### src/rtl/seg7_pkg.sv
// Shared constants, segment decoder and handshake FSM states for the scanned seven-segment driver.
package seg7_pkg;

  localparam logic [0:6] SEG_BLANK = 7'h7F;
  localparam logic [0:6] SEG_DASH  = 7'b111_1110;

  typedef enum logic [1:0] {
    IDLE,
    CONV,
    DONE
  } state_t;

  // Bit 0 of the result is segment a; literals read a..g left to right.
  function automatic logic [0:6] seg7_decode(input logic [3:0] d);
    logic [0:6] s;
    s = SEG_BLANK;
    case (d)
      4'h0: s = 7'b000_0001;
      4'h1: s = 7'b100_1111;
      4'h2: s = 7'b001_0010;
      4'h3: s = 7'b000_0110;
      4'h4: s = 7'b100_1100;
      4'h5: s = 7'b010_0100;
      4'h6: s = 7'b010_0000;
      4'h7: s = 7'b000_1111;
      4'h8: s = 7'b000_0000;
      4'h9: s = 7'b000_0100;
      4'hA: s = 7'b000_1000;
      4'hB: s = 7'b110_0000;
      4'hC: s = 7'b011_0001;
      4'hD: s = 7'b100_0010;
      4'hE: s = 7'b011_0000;
      4'hF: s = 7'b011_1000;
    endcase
    return s;
  endfunction

  function automatic longint unsigned dec_max(input int n);
    longint unsigned r;
    r = 1;
    for (int i = 0; i < n; i++) r = r * 10;
    return r - 1;
  endfunction

endpackage

### src/rtl/seg7_bin2bcd.sv
// Sequential double-dabble: start loads bin, then one shift per cycle for W cycles.
// Latency W cycles after start; busy high throughout, bcd valid once busy falls.
module seg7_bin2bcd #(
  parameter int W = 16
) (
  input  logic         clk,
  input  logic         reset,
  input  logic         start,
  input  logic [W-1:0] bin,
  output logic         busy,
  output logic [W-1:0] bcd
);

  localparam int CW = $clog2(W);

  logic [W-1:0]   acc_q;
  logic [W-1:0]   sh_q;
  logic [CW-1:0]  cnt_q;
  logic [W-1:0]   adj;
  logic [2*W-1:0] shifted;

  always_comb begin
    adj = acc_q;
    for (int k = 0; k < W / 4; k++) begin
      if (acc_q[4*k +: 4] >= 4'd5) adj[4*k +: 4] = acc_q[4*k +: 4] + 4'd3;
    end
    shifted = {adj, sh_q} << 1;
  end

  always_ff @(posedge clk) begin
    if (reset) begin
      acc_q <= '0;
      sh_q  <= '0;
      cnt_q <= '0;
      busy  <= 1'b0;
    end else if (start) begin
      acc_q <= '0;
      sh_q  <= bin;
      cnt_q <= '0;
      busy  <= 1'b1;
    end else if (busy) begin
      acc_q <= shifted[2*W-1:W];
      sh_q  <= shifted[W-1:0];
      cnt_q <= cnt_q + 1'b1;
      if (cnt_q == CW'(W - 1)) busy <= 1'b0;
    end
  end

  assign bcd = acc_q;

endmodule

### src/rtl/seg7_scan_display.sv
// Multiplexed seven-segment driver: captures a value, shows it in hex or decimal with leading-zero blanking.
// Hex digits land 1 cycle after load, decimal W+1 cycles; loads while ready=0 are dropped, not queued.
// SEG_BLINK_EN adds the blink input and a frame-based flash phase.
module seg7_scan_display #(
  parameter int NUM_DIGITS  = 4,
  parameter int REFRESH_DIV = 50000,
  parameter int BLINK_DIV   = 64
) (
  input  logic                    clk,
  input  logic                    reset,
  input  logic                    load,
  input  logic [4*NUM_DIGITS-1:0] value,
  input  logic                    mode_dec,
  input  logic                    blank_lz,
`ifdef SEG_BLINK_EN
  input  logic                    blink,
`endif
  output logic                    ready,
  output logic                    ovf,
  output logic [0:6]              seg_n,
  output logic [NUM_DIGITS-1:0]   an_n
);

  import seg7_pkg::*;

  localparam int W    = 4 * NUM_DIGITS;
  localparam int IDXW = (NUM_DIGITS > 1) ? $clog2(NUM_DIGITS) : 1;
  localparam int PSW  = $clog2(REFRESH_DIV);
  localparam int CW   = $clog2(W);
  localparam logic [W-1:0] DEC_MAX = W'(dec_max(NUM_DIGITS));

  state_t         state_q, state_d;
  logic           accept, over, start;
  logic [CW-1:0]  bit_cnt_q;
  logic [W-1:0]   cap_value_q;
  logic           cap_blank_q, hex_pend_q;
  logic           conv_busy;
  logic [W-1:0]   bcd;

  logic [0:6]     dig_seg_q [NUM_DIGITS];
  logic [0:6]     dig_seg_d [NUM_DIGITS];
  logic           dig_wr;
  logic [3:0]     nib;
  logic           higher_nz;

  logic [PSW-1:0]  psc_q;
  logic [IDXW-1:0] idx_q;
  logic            psc_tc;
  logic            seg_off;

  seg7_bin2bcd #(.W(W)) u_bin2bcd (
    .clk   (clk),
    .reset (reset),
    .start (start),
    .bin   (value),
    .busy  (conv_busy),
    .bcd   (bcd)
  );

  always_comb begin
    ready   = (state_q == IDLE);
    accept  = load && ready;
    over    = mode_dec && (value > DEC_MAX);
    start   = 1'b0;
    state_d = state_q;
    case (state_q)
      IDLE: begin
        if (accept && mode_dec) begin
          state_d = over ? DONE : CONV;
          start   = !over;
        end
      end
      CONV:    if (bit_cnt_q == CW'(W - 1)) state_d = DONE;
      DONE:    state_d = IDLE;
      default: state_d = IDLE;
    endcase
  end

  always_ff @(posedge clk) begin
    if (reset) begin
      state_q     <= IDLE;
      bit_cnt_q   <= '0;
      cap_value_q <= '0;
      cap_blank_q <= 1'b0;
      hex_pend_q  <= 1'b0;
      ovf         <= 1'b0;
    end else begin
      state_q    <= state_d;
      hex_pend_q <= accept && !mode_dec;
      if (accept) begin
        cap_value_q <= value;
        cap_blank_q <= blank_lz;
        ovf         <= over;
      end
      if (start) bit_cnt_q <= '0;
      else if (state_q == CONV && conv_busy) bit_cnt_q <= bit_cnt_q + 1'b1;
    end
  end

  // Walk from the top digit down so "any nonzero digit above" is known at each position.
  always_comb begin
    dig_wr    = hex_pend_q || (state_q == DONE);
    higher_nz = 1'b0;
    nib       = 4'd0;
    for (int i = NUM_DIGITS - 1; i >= 0; i--) begin
      nib = (state_q == DONE) ? bcd[4*i +: 4] : cap_value_q[4*i +: 4];
      if (state_q == DONE && ovf)
        dig_seg_d[i] = SEG_DASH;
      else if (cap_blank_q && i != 0 && !higher_nz && nib == 4'd0)
        dig_seg_d[i] = SEG_BLANK;
      else
        dig_seg_d[i] = seg7_decode(nib);
      higher_nz = higher_nz | (nib != 4'd0);
    end
  end

  always_ff @(posedge clk) begin
    if (reset) begin
      for (int i = 0; i < NUM_DIGITS; i++) dig_seg_q[i] <= SEG_BLANK;
    end else if (dig_wr) begin
      for (int i = 0; i < NUM_DIGITS; i++) dig_seg_q[i] <= dig_seg_d[i];
    end
  end

  assign psc_tc = (psc_q == PSW'(REFRESH_DIV - 1));

  always_ff @(posedge clk) begin
    if (reset) begin
      psc_q <= '0;
      idx_q <= '0;
    end else begin
      psc_q <= psc_tc ? '0 : psc_q + 1'b1;
      if (psc_tc) idx_q <= (idx_q == IDXW'(NUM_DIGITS - 1)) ? '0 : idx_q + 1'b1;
    end
  end

`ifdef SEG_BLINK_EN
  localparam int FCW = (BLINK_DIV > 1) ? $clog2(BLINK_DIV) : 1;

  logic [FCW-1:0] frame_cnt_q;
  logic           phase_on_q;
  logic           frame_end;

  assign frame_end = psc_tc && (idx_q == IDXW'(NUM_DIGITS - 1));

  // Phase runs free so turning blink on mid-stream keeps the same cadence.
  always_ff @(posedge clk) begin
    if (reset) begin
      frame_cnt_q <= '0;
      phase_on_q  <= 1'b1;
    end else if (frame_end) begin
      if (frame_cnt_q == FCW'(BLINK_DIV - 1)) begin
        frame_cnt_q <= '0;
        phase_on_q  <= !phase_on_q;
      end else begin
        frame_cnt_q <= frame_cnt_q + 1'b1;
      end
    end
  end

  assign seg_off = blink && !phase_on_q;
`else
  assign seg_off = 1'b0;
`endif

  always_ff @(posedge clk) begin
    if (reset) begin
      seg_n <= SEG_BLANK;
      an_n  <= '1;
    end else begin
      an_n  <= ~(NUM_DIGITS'(1) << idx_q);
      seg_n <= seg_off ? SEG_BLANK : dig_seg_q[idx_q];
    end
  end

endmodule

### config.mk
export PLATFORM = sky130hd
export DESIGN_NAME = seg7_scan_display
export DESIGN_NICKNAME = d
export VERILOG_FILES = /design/src/rtl/seg7_pkg.sv /design/src/rtl/seg7_bin2bcd.sv /design/src/rtl/seg7_scan_display.sv
export SDC_FILE = /design/constraint.sdc
export NUM_CORES = 1
export LEC_CHECK = 0
export ABC_AREA = 1
export CAP_MARGIN = 15
export CORE_MARGIN = 5
export CORE_UTILIZATION = 65
export DETAILED_ROUTE_END_ITERATION = 8
export PLACE_DENSITY = 0.85
export SKIP_CTS_REPAIR_TIMING = 1
export SLEW_MARGIN = 0
export SYNTH_ARGS = -nofsm -noshare
export SYNTH_HDL_FRONTEND = slang
export SYNTH_SLANG_ARGS = --single-unit
### constraint.sdc
create_clock -name clk -period 3.2 [get_ports clk]
set_input_delay 0.32 -clock clk [delete_from_list [all_inputs] [get_ports clk]]
set_output_delay 0.32 -clock clk [all_outputs]
set_load 0.01 [all_outputs]
# Word-level counts from Yosys, hierarchy flattened
# Memory sizes are Yosys's and may differ from the RTL's. A register that Yosys moved wholly into a read port is not among the register bits.
# Index checks and enable logic that the tools add are counted.
classes:
  n_shift: 1
  reduce_logical: 26
  order_cmp: 5
  eq_ne: 8
  n_mux: 36
  bitwise: 6
  add_sub_neg: 8
op_table:
  columns: ["cell", "n"]
  rows:
  - ["$mux 7", 11]
  - ["$mux 16", 2]
  - ["$mux 4", 7]
  - ["$add 16x1->16 const B", 1]
  - ["$eq 16x16->1 const B", 1]
  - ["$ge 4x3->1 const B", 4]
  - ["$gt 16x14->1 const B", 1]
  - ["$add 4x2->4 const B", 3]
  - ["$logic_not 4->1", 3]
  - ["$logic_and 1x1->1", 11]
  - ["$mux 1", 10]
  - ["$add 4x1->4 const B", 2]
  - ["$eq 4x4->1 const B", 2]
  - ["$mux 2", 4]
  - ["$reduce_bool 4->1", 2]
  - ["$or 1x1->1", 5]
  - ["$eq 2x2->1 const B", 2]
  - ["$logic_not 1->1", 4]
  - ["$not 4->4", 1]
  - ["$pmux 2 s2", 1]
  - ["$reduce_or 2->1", 2]
  - ["$shl 1x2->4 const A", 1]
  - ["$add 3x2->3 const B", 1]
  - ["$mux 3", 1]
  - ["8 further kinds", 8]
word_totals:
  out_inout_bits: 13
  inputBits: 21
  memories: 5
  romBits: 448
  mem_bits_rw: 28
  wordCells: 108
  ff_bits: 84
mem_list:
  columns: ["memory", "depth", "width", "rd", "rd_clocked_by_memory_dff", "wr", "line_no", "source"]
  rows:
  - ["(name not given)", 16, 7, 1, 0, 0, "seg7_pkg.sv:17", "case (d)"]
  - ["(name not given)", 16, 7, 1, 0, 0, "seg7_pkg.sv:17", null]
  - ["(name not given)", 16, 7, 1, 0, 0, "seg7_pkg.sv:17", null]
  - ["(name not given)", 16, 7, 1, 0, 0, "seg7_pkg.sv:17", null]
  - ["dig_seg_q", 4, 7, 1, 1, 4, "seg7_scan_display.sv:40", "logic [0:6] dig_seg_q [NUM_DIGITS];"]

# Depth between registers and ports, before layout
depth:
  ltp_word: 10
  mapped_depth: 13
  mapped_depth_nobuf: 12

# By module
# A second synthesis with hierarchy kept.
unflattened:
  cells_unflattened: 849
  area_unflattened_um2: 6576.3
modules_own_cells:
  columns: ["mod", "cells_each", "instances", "seq_area_each_um2", "area_per_inst_um2"]
  rows:
  - ["seg7_scan_display", 590, 1, 1921.8, 4669.5]
  - ["seg7_bin2bcd", 259, 1, 740.7, 1906.8]

# Worst setup path before layout
# No wires, ideal clock.
synth_path:
  kind: "flip-flop to flip-flop"
  startpoint: "register state_q[1]"
  endpoint: "memory dig_seg_q[3][4] (netlist name) (data pin)"
  arrival_ns: 1.804
  path_slack_ns: 1.125
  synth_period_minus_slack_ns: 2.075
  setup_ns: 0.271
  stages_incl_launch_ff: 12
  n_path_buf: 2
  t_required_ns: 2.929
  path_cell_list: "dfxtp_1 buf_6 nand2_8 buf_8 o21ai_2 inv_1 ha_1 nand2_1 nand3b_1 nand2_1 inv_1 o221ai_1"
synth_lines:
  columns: ["item", "line_no", "source"]
  rows:
  - ["from (decl)", "seg7_scan_display.sv:32", "state_t state_q, state_d;"]
  - ["from (signal assigned)", "seg7_scan_display.sv:88", "state_q <= state_d;"]
  - ["to (decl)", "seg7_scan_display.sv:40", null]

==> results.cfg <==
[drt]
first_iter_violations = 527
wl_um = 14500
ant_nets = 0
wl_per_cell_um = 14.0
remaining_drc_errors = 0
avgViaCountPerCell = 5.63
num_vias = 5827
dr.pass1.iters = 5

[cells_and_area]
syn2layout_area_growth_pct = 14.3
fin_area_sq_um = 7530
diodes = 0
nFillCells = 752
final_nets = 949
utilization_pct = 76.7
drive_above_1_share_pct = 9.65

[global_routing]
grt_pass1_vias = 5481
groute.usage.overall_pct = 24.4
antenna_found_initial = 0
grt_pass1_wl_um = 24600
grt_max_degree = 39
grt-ovfl-total = 0

[clock_network]
clockBufferDepth = 2
numCtsBuffers = 17
insertion_delay_ps = 540
clkTransAtPathRegs_ps = 60
cts.sinks = 119
clockRootBuffer = clkbuf_8
htreeDepth = 4
cts_tree = built

[logic_synthesis]
synth_top_family_by_area = simple AND/OR/NAND/NOR gates
synth-simple-area-share_pct = 28.5
async_flop_share_pct = 0
syn_inst = 859
avgSynthCellArea_sq_um = 7.67
ys_seq_elements = 119
yosysSeqAreaShare_pct = 40.4
synth.most_common_cell = nand2_1
synth_common_cells = nand2_1, dfxtp_1, inv_1
yosys.area_share.adder_pct = 7.41
synth_compound_area_share_pct = 14.2
syn_nets = 919
yosysTopAreaCell = dfxtp_1
synth.cell_area_sq_um = 6590
synth-xor-area-share_pct = 1.60
synth_cell_types = 42
synth_top_area_share_pct = 27.6
ys.flop_type = dfxtp_1
synth_area_leaders = dfxtp_1, edfxtp_1, nand2_1, ha_1, nand3_1
synthMuxAreaShare_pct = 0
yosys_warnings = 0
synth_edf_count = 28

[die]
coreArea_sq_um = 9820
start_util_pct = 67.1
die_h_um = 111
die_area_sq_um = 12300
ioPinCount = 34
die_x_um = 111
row_count = 36

[timing]
worst_pin_slew_ps = 898
rsz0062_at_grt = false
min_period_ps = 2530
final-hold-violation-count = 0
post-route-period-util_pct = 79.1
final_max_slew_viol_count = 0
skew_ps = 5.12
tns_ps = 0
finalSetupViolCount = 0
fmax_mhz = 395
slew_headroom_pct = 40.0
setup_slack_ps = 670

[run_status]
status = completed

[placement]
place_congestion = 0.893
io_buffer_count = 33
dp_hpwl_um = 10300
pre_cts_slack_ps = 689
placed_cell_area_sq_um = 6990

[job]
drv_cap = 0

[critical_path]
setup.worst_path.class = reg -> reg
arrival_ps = 2810
required_ps = 3480
cp-start-kind = flip-flop
cp-end-kind = flip-flop
cp_max_fo = 26

[pwr]
ir_drop_uv = 399
leakage_uw = 0.00307
powerDensity_nw_per_um2 = 511

[min_path]
hold_path.class = in -> reg
==> layout make-up <==
cell class | instances | area (sq um) | share of cell area, %
sequential | 119 | 2660 | 35.4
tap | 133 | 166 | 2.21
timing repair buffer | 41 | 390 | 5.18
clock inverter | 9 | 73.8 | 0.980
clock buffer | 23 | 467 | 6.20
multi-input combinational | 612 | 3400 | 45.2
inverter | 98 | 368 | 4.88
==> report_power, final <==
group / internal [uW] / switching (uW) / total, uW
sequential: 1590 / 21.5 / 1620
clock: 1080 / 644 / 1720
combinational: 172 / 338 / 510
total: 2850 / 1000 / 3850
==> worst paths after layout <==
path / slack, ps / endpoint / cells past startpoint / from
worst max-delay path: 670 / dig_seg_q[3][4]$_SDFFCE_PP1P_ / 9 / state_q[1]$_SDFFE_PP0P_
worst min-delay path: 380 / cap_value_q[2]$_SDFFE_PP0P_ / 3 / value[2]
worst max register to register: 670 / dig_seg_q[3][4]$_SDFFCE_PP1P_ / 9 / state_q[1]$_SDFFE_PP0P_
worst min register to register: 450 / psc_q[0]$_SDFF_PP0_ / 1 / psc_q[0]$_SDFF_PP0_
==> flip-flops by register name (all words and copies together), names as in the netlist <==
signal and flops:
idx_q 2, an_n 4, u_bin2bcd.busy 1, u_bin2bcd.bcd 16
cap_blank_q 1, bit_cnt_q 4, u_bin2bcd.sh_q 16, ovf 1
cap_value_q 16, seg_n 7, u_bin2bcd.cnt_q 4, dig_seg_q 28
state_q 2, psc_q 16, hex_pend_q 1
==> through the flow <==
stage / std cells / total power [uW] / hold WS, ps
5_1_grt: 1035 / 4030 / 370
3_3_place_gp: 1003 / 2120 / 429
3_5_place_dp: 1003 / 2150 / 445
4_1_cts: 1035 / 3860 / 352
6_report: 1035 / 3850 / 376
2_1_floorplan: 859 / 2020 / 399
==> critical path, stage by stage, from the launching register on <==
cell and delay (ps):
dfxtp_1 680, nand2_8 240, o21ai_2 260, inv_1 150, ha_1 240, nand2_1 180
nand3b_1 170, nand2_1 70, inv_1 140, o221ai_1 130
==> cell families (layout without fill, tap and decap cells) <==
group	count (synthesis)	in the layout
AND/OR/NAND/NOR	399	399
AO/OA/AOI/OAI	162	162
buffers and inverters	128	171
flip-flops	119	119
adder cells (fa/ha/maj)	39	39
XOR/XNOR	12	12
==> layer usage <==
| metal | vias up | routed length [um] | track usage [%] |
|---|---|---|---|
| met2 | 204 | 7360 | 43.4 |
| met1 | 2671 | 5950 | 27.0 |
| met5 | - | 0 | 0 |
| met4 | 0 | 374 | 10.0 |
| li1 | 2913 | - | - |
| met3 | 39 | 834 | 7.48 |
==> cell usage in the layout, fill, tap and decap left out, drive strengths merged, types with 12 or more instances in the layout <==
master / instances
nand2: 199
a21oi: 67
nor2: 71
o211ai: 21
clkdlybuf4s50: 33
nor3: 12
inv: 96
clkbuf: 23
edfxtp: 28
dfxtp: 91
nand4: 23
nand3: 78
o21ai: 66
ha: 39
Power figures use the tool's default switching activity.
